[src/rtl/asrm_exec_ctrl_if.sv]
// Instruction handshake, ALU write-back and register read-out bundle for asrm_exec_ctrl.
// The master (instruction source / ALU) drives requests; the slave is the controller.
interface asrm_exec_ctrl_if #(
   parameter int wordsize = 16
);
   logic                instr_valid;
   logic [7:0]          instruction;
   logic                instr_ready;
   logic [7:0]          alu_instruction;
   logic [wordsize-1:0] working_register;
   logic [wordsize-1:0] other_register;
   logic [wordsize-1:0] status_register;
   logic [wordsize-1:0] alu_out;
   logic [3:0]          alu_out_reg;
   logic                done;
   logic [3:0]          dbg_sel;
   logic [wordsize-1:0] dbg_data;

   modport master (
      output instr_valid, instruction, alu_out, alu_out_reg, dbg_sel,
      input  instr_ready, alu_instruction, working_register, other_register,
             status_register, done, dbg_data
   );

   modport slave (
      input  instr_valid, instruction, alu_out, alu_out_reg, dbg_sel,
      output instr_ready, alu_instruction, working_register, other_register,
             status_register, done, dbg_data
   );
endinterface

[src/rtl/asrm_exec_ctrl.sv]
// Three-phase execution controller: accept an instruction, present it to the ALU,
// then write exactly one register of a 16-entry bank (R0 = WR, R1 = SR).
module asrm_exec_ctrl #(
   parameter int wordsize = 16
) (
   input  logic            clk,
   input  logic            reset,
   asrm_exec_ctrl_if.slave bus
);
   typedef enum logic [1:0] {
      IDLE = 2'd0,
      EXEC = 2'd1,
      DONE = 2'd2
   } state_t;

   state_t              state_reg, state_next;
   logic [7:0]          alu_instruction_reg;
   logic [wordsize-1:0] bank_reg [16];
   logic                handshake;
   logic                write_en;
   logic [3:0]          write_idx;
   logic [wordsize-1:0] write_data;
   logic [15:0]         write_sel;
   logic [3:0]          operand;

   assign operand = alu_instruction_reg[3:0];

   always_comb begin
      state_next = state_reg;
      handshake  = 1'b0;
      case (state_reg)
         IDLE: begin
            if (bus.instr_valid) begin
               handshake  = 1'b1;
               state_next = EXEC;
            end
         end
         EXEC:    state_next = DONE;
         DONE:    state_next = IDLE;
         default: state_next = IDLE;
      endcase
   end

   assign write_en = (state_reg == EXEC);

   // Local opcodes never look at the ALU result; everything else is a plain ALU write-back.
   always_comb begin
      write_idx  = 4'd0;
      write_data = bank_reg[0];
      case (alu_instruction_reg[7:4])
         4'h1: write_data = wordsize'(operand);
         4'h2: write_data = bank_reg[operand];
         4'h3: begin
            write_idx  = operand;
            write_data = bank_reg[0];
         end
         default: begin
            write_idx  = bus.alu_out_reg;
            write_data = bus.alu_out;
         end
      endcase
   end

   genvar gi;
   generate
      for (gi = 0; gi < 16; gi++) begin : g_write_sel
         assign write_sel[gi] = write_en && (write_idx == 4'(gi));
      end
   endgenerate

   always_ff @(posedge clk) begin
      if (reset) begin
         state_reg           <= IDLE;
         alu_instruction_reg <= 8'd0;
         for (int i = 0; i < 16; i++) begin
            bank_reg[i] <= '0;
         end
      end else begin
         state_reg <= state_next;
         if (handshake) begin
            alu_instruction_reg <= bus.instruction;
         end
         for (int i = 0; i < 16; i++) begin
            if (write_sel[i]) begin
               bank_reg[i] <= write_data;
            end
         end
      end
   end

   assign bus.instr_ready      = (state_reg == IDLE);
   assign bus.done             = (state_reg == DONE);
   assign bus.alu_instruction  = alu_instruction_reg;
   assign bus.working_register = bank_reg[0];
   assign bus.status_register  = bank_reg[1];
   assign bus.other_register   = bank_reg[operand];
   assign bus.dbg_data         = bank_reg[bus.dbg_sel];
endmodule

[src/flat_wrapper.sv]
// flat-port wrapper written by rule: the top's interface ports become plain ports
module asrm_exec_ctrl_flat 
#(
   parameter int wordsize = 16
)
  (clk, reset, bus_instr_valid, bus_instruction, bus_alu_out, bus_alu_out_reg, bus_dbg_sel, bus_instr_ready, bus_alu_instruction, bus_working_register, bus_other_register, bus_status_register, bus_done, bus_dbg_data);
  asrm_exec_ctrl_if #(.wordsize(wordsize)) bus_i ();
  input  logic clk;
  input  logic reset;
  input wire logic [$bits(bus_i.instr_valid)-1:0] bus_instr_valid;
  input wire logic [$bits(bus_i.instruction)-1:0] bus_instruction;
  input wire logic [$bits(bus_i.alu_out)-1:0] bus_alu_out;
  input wire logic [$bits(bus_i.alu_out_reg)-1:0] bus_alu_out_reg;
  input wire logic [$bits(bus_i.dbg_sel)-1:0] bus_dbg_sel;
  output wire logic [$bits(bus_i.instr_ready)-1:0] bus_instr_ready;
  output wire logic [$bits(bus_i.alu_instruction)-1:0] bus_alu_instruction;
  output wire logic [$bits(bus_i.working_register)-1:0] bus_working_register;
  output wire logic [$bits(bus_i.other_register)-1:0] bus_other_register;
  output wire logic [$bits(bus_i.status_register)-1:0] bus_status_register;
  output wire logic [$bits(bus_i.done)-1:0] bus_done;
  output wire logic [$bits(bus_i.dbg_data)-1:0] bus_dbg_data;
  assign bus_i.instr_valid = bus_instr_valid;
  assign bus_i.instruction = bus_instruction;
  assign bus_i.alu_out = bus_alu_out;
  assign bus_i.alu_out_reg = bus_alu_out_reg;
  assign bus_i.dbg_sel = bus_dbg_sel;
  assign bus_instr_ready = bus_i.instr_ready;
  assign bus_alu_instruction = bus_i.alu_instruction;
  assign bus_working_register = bus_i.working_register;
  assign bus_other_register = bus_i.other_register;
  assign bus_status_register = bus_i.status_register;
  assign bus_done = bus_i.done;
  assign bus_dbg_data = bus_i.dbg_data;
  asrm_exec_ctrl #(.wordsize(wordsize)) u_core (.clk(clk), .reset(reset), .bus(bus_i));
endmodule
[config.mk]
export PLATFORM = sky130hd
export DESIGN_NAME = asrm_exec_ctrl_flat
export DESIGN_NICKNAME = d
export VERILOG_FILES = /design/src/rtl/asrm_exec_ctrl_if.sv /design/src/rtl/asrm_exec_ctrl.sv /design/src/flat_wrapper.sv
export SDC_FILE = /design/constraint.sdc
export NUM_CORES = 1
export LEC_CHECK = 0
export ABC_AREA = 1
export CAP_MARGIN = 15
export CORE_ASPECT_RATIO = 1.75
export CORE_MARGIN = 3
export CORE_UTILIZATION = 60
export DETAILED_ROUTE_END_ITERATION = 8
export PLACE_DENSITY = 0.85
export SYNTH_ARGS = -nofsm -noshare
export SYNTH_HDL_FRONTEND = slang
export SYNTH_SLANG_ARGS = --single-unit
[constraint.sdc]
create_clock -name clk -period 3.5 [get_ports clk]
set_input_delay 0.7 -clock clk [delete_from_list [all_inputs] [get_ports clk]]
set_output_delay 0.7 -clock clk [all_outputs]
set_load 0.01 [all_outputs]
==> flow_metrics.env, run 1 <==
export IMPL_numCtsBuffers=25
export IMPL_die_y_um=217.1
export IMPL_initial_core_util_pct=61.54
export IMPL_synth_top_area_share_pct=50.33
export IMPL_critPathMaxStageDelay_ns=0.50
export IMPL_path_class="input port to output pin"
export IMPL_crit_fanout=36
export IMPL_worst_path_buf_inv=4
export IMPL_ys_flop_type="edfxtp_1"
export IMPL_synth_area_leaders="edfxtp_1, nand2_1, nor2_1, inv_1, nand3_1"
export IMPL_antenna_left=0
export IMPL_cp_required_ns=2.80
export IMPL_wl_per_cell_um=22.86
export IMPL_startpoint_type="input port"
export IMPL_cp_slowest_cell="clkdlybuf4s50_1"
export IMPL_ys_ff_latch=270
export IMPL_via_count=14500
export IMPL_yosys_cell_types_count=29
export IMPL_area_growth_pct=15.82
export IMPL_num_antenna_cells=0
export IMPL_cts_tree="built"
export IMPL_path_cells="buf_6 -> buf_12 -> o21ai_0 -> buf_4 -> nand2_1 -> o221ai_1 -> nand2_1 -> clkdlybuf4s50_1"
export IMPL_drc=0
export IMPL_finalMaxSlewViolations=0
export IMPL_hold_violations=0
export IMPL_end_kind="output pin"
export IMPL_cts_hold_buf=0
export IMPL_syn_avg_cell_area_sq_um=7.980
export IMPL_synth_edf_count=256
export IMPL_netlist_area_sq_um=15270
export IMPL_drtIter0Drc=2153
export IMPL_rsz0062_at_grt="false"
export IMPL_die_area_sq_um=27480
export IMPL_vdd_ir_drop_worst_uv=381.4
export IMPL_fin_ws_ns=0.05429
export IMPL_cp_arrival_ns=2.75
export IMPL_core_sq_um=24820
export IMPL_gp_congestion=0.9949
export IMPL_grt_remaining_overflow=0
export IMPL_fmax_ghz=0.2902
export IMPL_grt_use_total_pct=38.39
export IMPL_hp_class="flop to flop"
export IMPL_dp_hpwl_um=35480
export IMPL_antenna_found_initial=0
export IMPL_post_route_min_period_ns=3.446
export IMPL_avgViaCountPerCell=6.251
export IMPL_clk_pin_slew_worst_paths_ns=0.06
export IMPL_preCtsSetupSlack_ns=0.1074
export IMPL_wirelength_um=53030
export IMPL_status="completed"
export IMPL_drtPass1Iterations=6
export IMPL_fin_crit_sh_pct=98.45
export IMPL_final_net_count=2025
export IMPL_numPortBuffers=108
export IMPL_yosys_warnings=0
export IMPL_ys_seq_area_share_pct=52.17
export IMPL_grt_pass1_wl_um=80700
export IMPL_leakagePower_nw=7.464
export IMPL_io_pins=109
export IMPL_largest_reg_flops=256
export IMPL_rows=76
export IMPL_postCtsSetupBuffers=0
export IMPL_yosysTopAreaCell="edfxtp_1"
export IMPL_insertion_delay_ns=0.55
export IMPL_max_cap_violations=0
export IMPL_timing_setup_tns_ns=0
export IMPL_cellPowerDensity_nw_per_um2=465.6
export IMPL_skew_ns=0.01061
export IMPL_die_x_um=126.6
export IMPL_path_delay_family="buffers and inverters"
export IMPL_setup_viol_count_final=0
export IMPL_grt_max_degree=99
export IMPL_netlist_instances=1914
export IMPL_relSlewSlack_pct=45.04
export IMPL_h_tree_depth=1
export IMPL_syn_num_nets=1949
export IMPL_cp_common_cell="nand2_1"
export IMPL_cts_root_buf="clkbuf_16"
export IMPL_cts_sink_count=270
export IMPL_worst_pin_slew_ns=0.8235
export IMPL_drive_gt1_share_pct=8.267
export IMPL_p_total_mw=8.236
export IMPL_first_global_vias=14230
export IMPL_synthArstFlopShare_pct=0
export IMPL_clockBufferDepth=3
## metrics by stage
stage	hold WS, ns	utilization, %	instance area (sq um)	instances
6_report	0.5457	71.27	17690	2320
5_1_grt	0.5876	71.27	17690	2320
4_1_cts	0.5478	71.11	17650	2319
3_5_place_dp	0.5393	68.07	16900	2274
3_3_place_gp	0.5274	68.07	16900	2274
2_1_floorplan	0.5430	-	15270	1914
## layout make-up
type	count	area (sq um)
clock buffers	32	651.9
multi-input cells	1229	5642
flip-flops and latches	270	7971
repair buffers	187	1889
fillers	1881	7129
clock inverters	13	98.84
well taps	312	390.4
inverters	277	1046
## worst paths after layout
check | startpoint | to | slack [ns] | depth (start not counted)
worst min register to register | u_core.bus.alu_instruction[6]$_SDFFE_PP0P_ | u_core.bus.alu_instruction[6]$_SDFFE_PP0P_ | 0.55 | 2
worst max-delay path | bus_dbg_sel[0] | bus_dbg_data[3] | 0.05 | 8
worst min-delay path | u_core.bus.alu_instruction[6]$_SDFFE_PP0P_ | u_core.bus.alu_instruction[6]$_SDFFE_PP0P_ | 0.55 | 2
worst max register to register | flop | u_core.bank_reg[9][3]$_SDFFCE_PN0P_ | 0.66 | 11
## power breakdown
| part | internal [mW] | switching (mW) | total (mW) |
|---|---|---|---|
| clock network | 1.40 | 1.20 | 2.60 |
| registers | 3.76 | 0.104 | 3.86 |
| logic | 0.582 | 1.19 | 1.77 |
| total | 5.74 | 2.50 | 8.24 |
## Yosys cell counts, types with 2 or more instances
library cell and number:
a21oi_1 130, nand2_4 2, inv_1 270, nor3_4 2, dfxtp_1 14, inv_2 4, or2_2 5, o21ai_0 153
clkbuf_1 60, o21ai_4 5, buf_2 47, o221ai_1 32, buf_1 22, a211oi_1 4, buf_6 9, nand2_2 6
nor2_1 279, nand2_1 396, nand3_1 199, nand3_2 3, nor2_2 9, edfxtp_1 256
## layout by cell type, fill, tap and decap left out, drive strengths merged
master	n
clkbuf	33
dfxtp	14
buf	80
nor2	290
a21oi	130
clkdlybuf4s50	106
bufinv	1
nand2	404
nand3	203
o221ai	32
nand4	1
or2	5
clkinvlp	2
clkinv	10
inv	277
edfxtp	256
a211oi	4
o21ai	158
nor3	2
## worst min-delay path, stage by stage, from the launching register on
cell and delay [ns]:
dfxtp_1 0.34, nor2_1 0.11, nor2_1 0.05
## what timing repair did
action / 4_1_cts / 5_1_grt
resized for setup: 1 / 6
cloned: 0 / 1
setup endpoints to repair: 1 / 3
## kinds of logic after synthesis
logic type / synth area share, %
AND/OR/NAND/NOR: 24.94
AO/OA/AOI/OAI: 11.84
buffers and inverters: 11.05
flip-flops: 52.17
## per-layer routing
metal | global-route usage, % | vias up | share of wire (%)
met5 | 0 | - | 0
met2 | 62.89 | 1116 | 48
li1 | - | 6378 | -
met4 | 29.53 | 0 | 9.9
met1 | 44.95 | 6696 | 32
met3 | 5.869 | 312 | 11
Power figures use the tool's default switching activity.
==> run 2: changes to the inputs <==
--- a/config.mk
+++ b/config.mk
@@ -6,7 +6,7 @@
 export NUM_CORES = 1
 export LEC_CHECK = 0
 export ABC_AREA = 1
-export CAP_MARGIN = 15
+export CAP_MARGIN = 30
 export CORE_ASPECT_RATIO = 1.75
 export CORE_MARGIN = 3
 export CORE_UTILIZATION = 60
==> results of run 2 <==
Same layout as run 1: the final DEF is identical, and so are final timing and power.
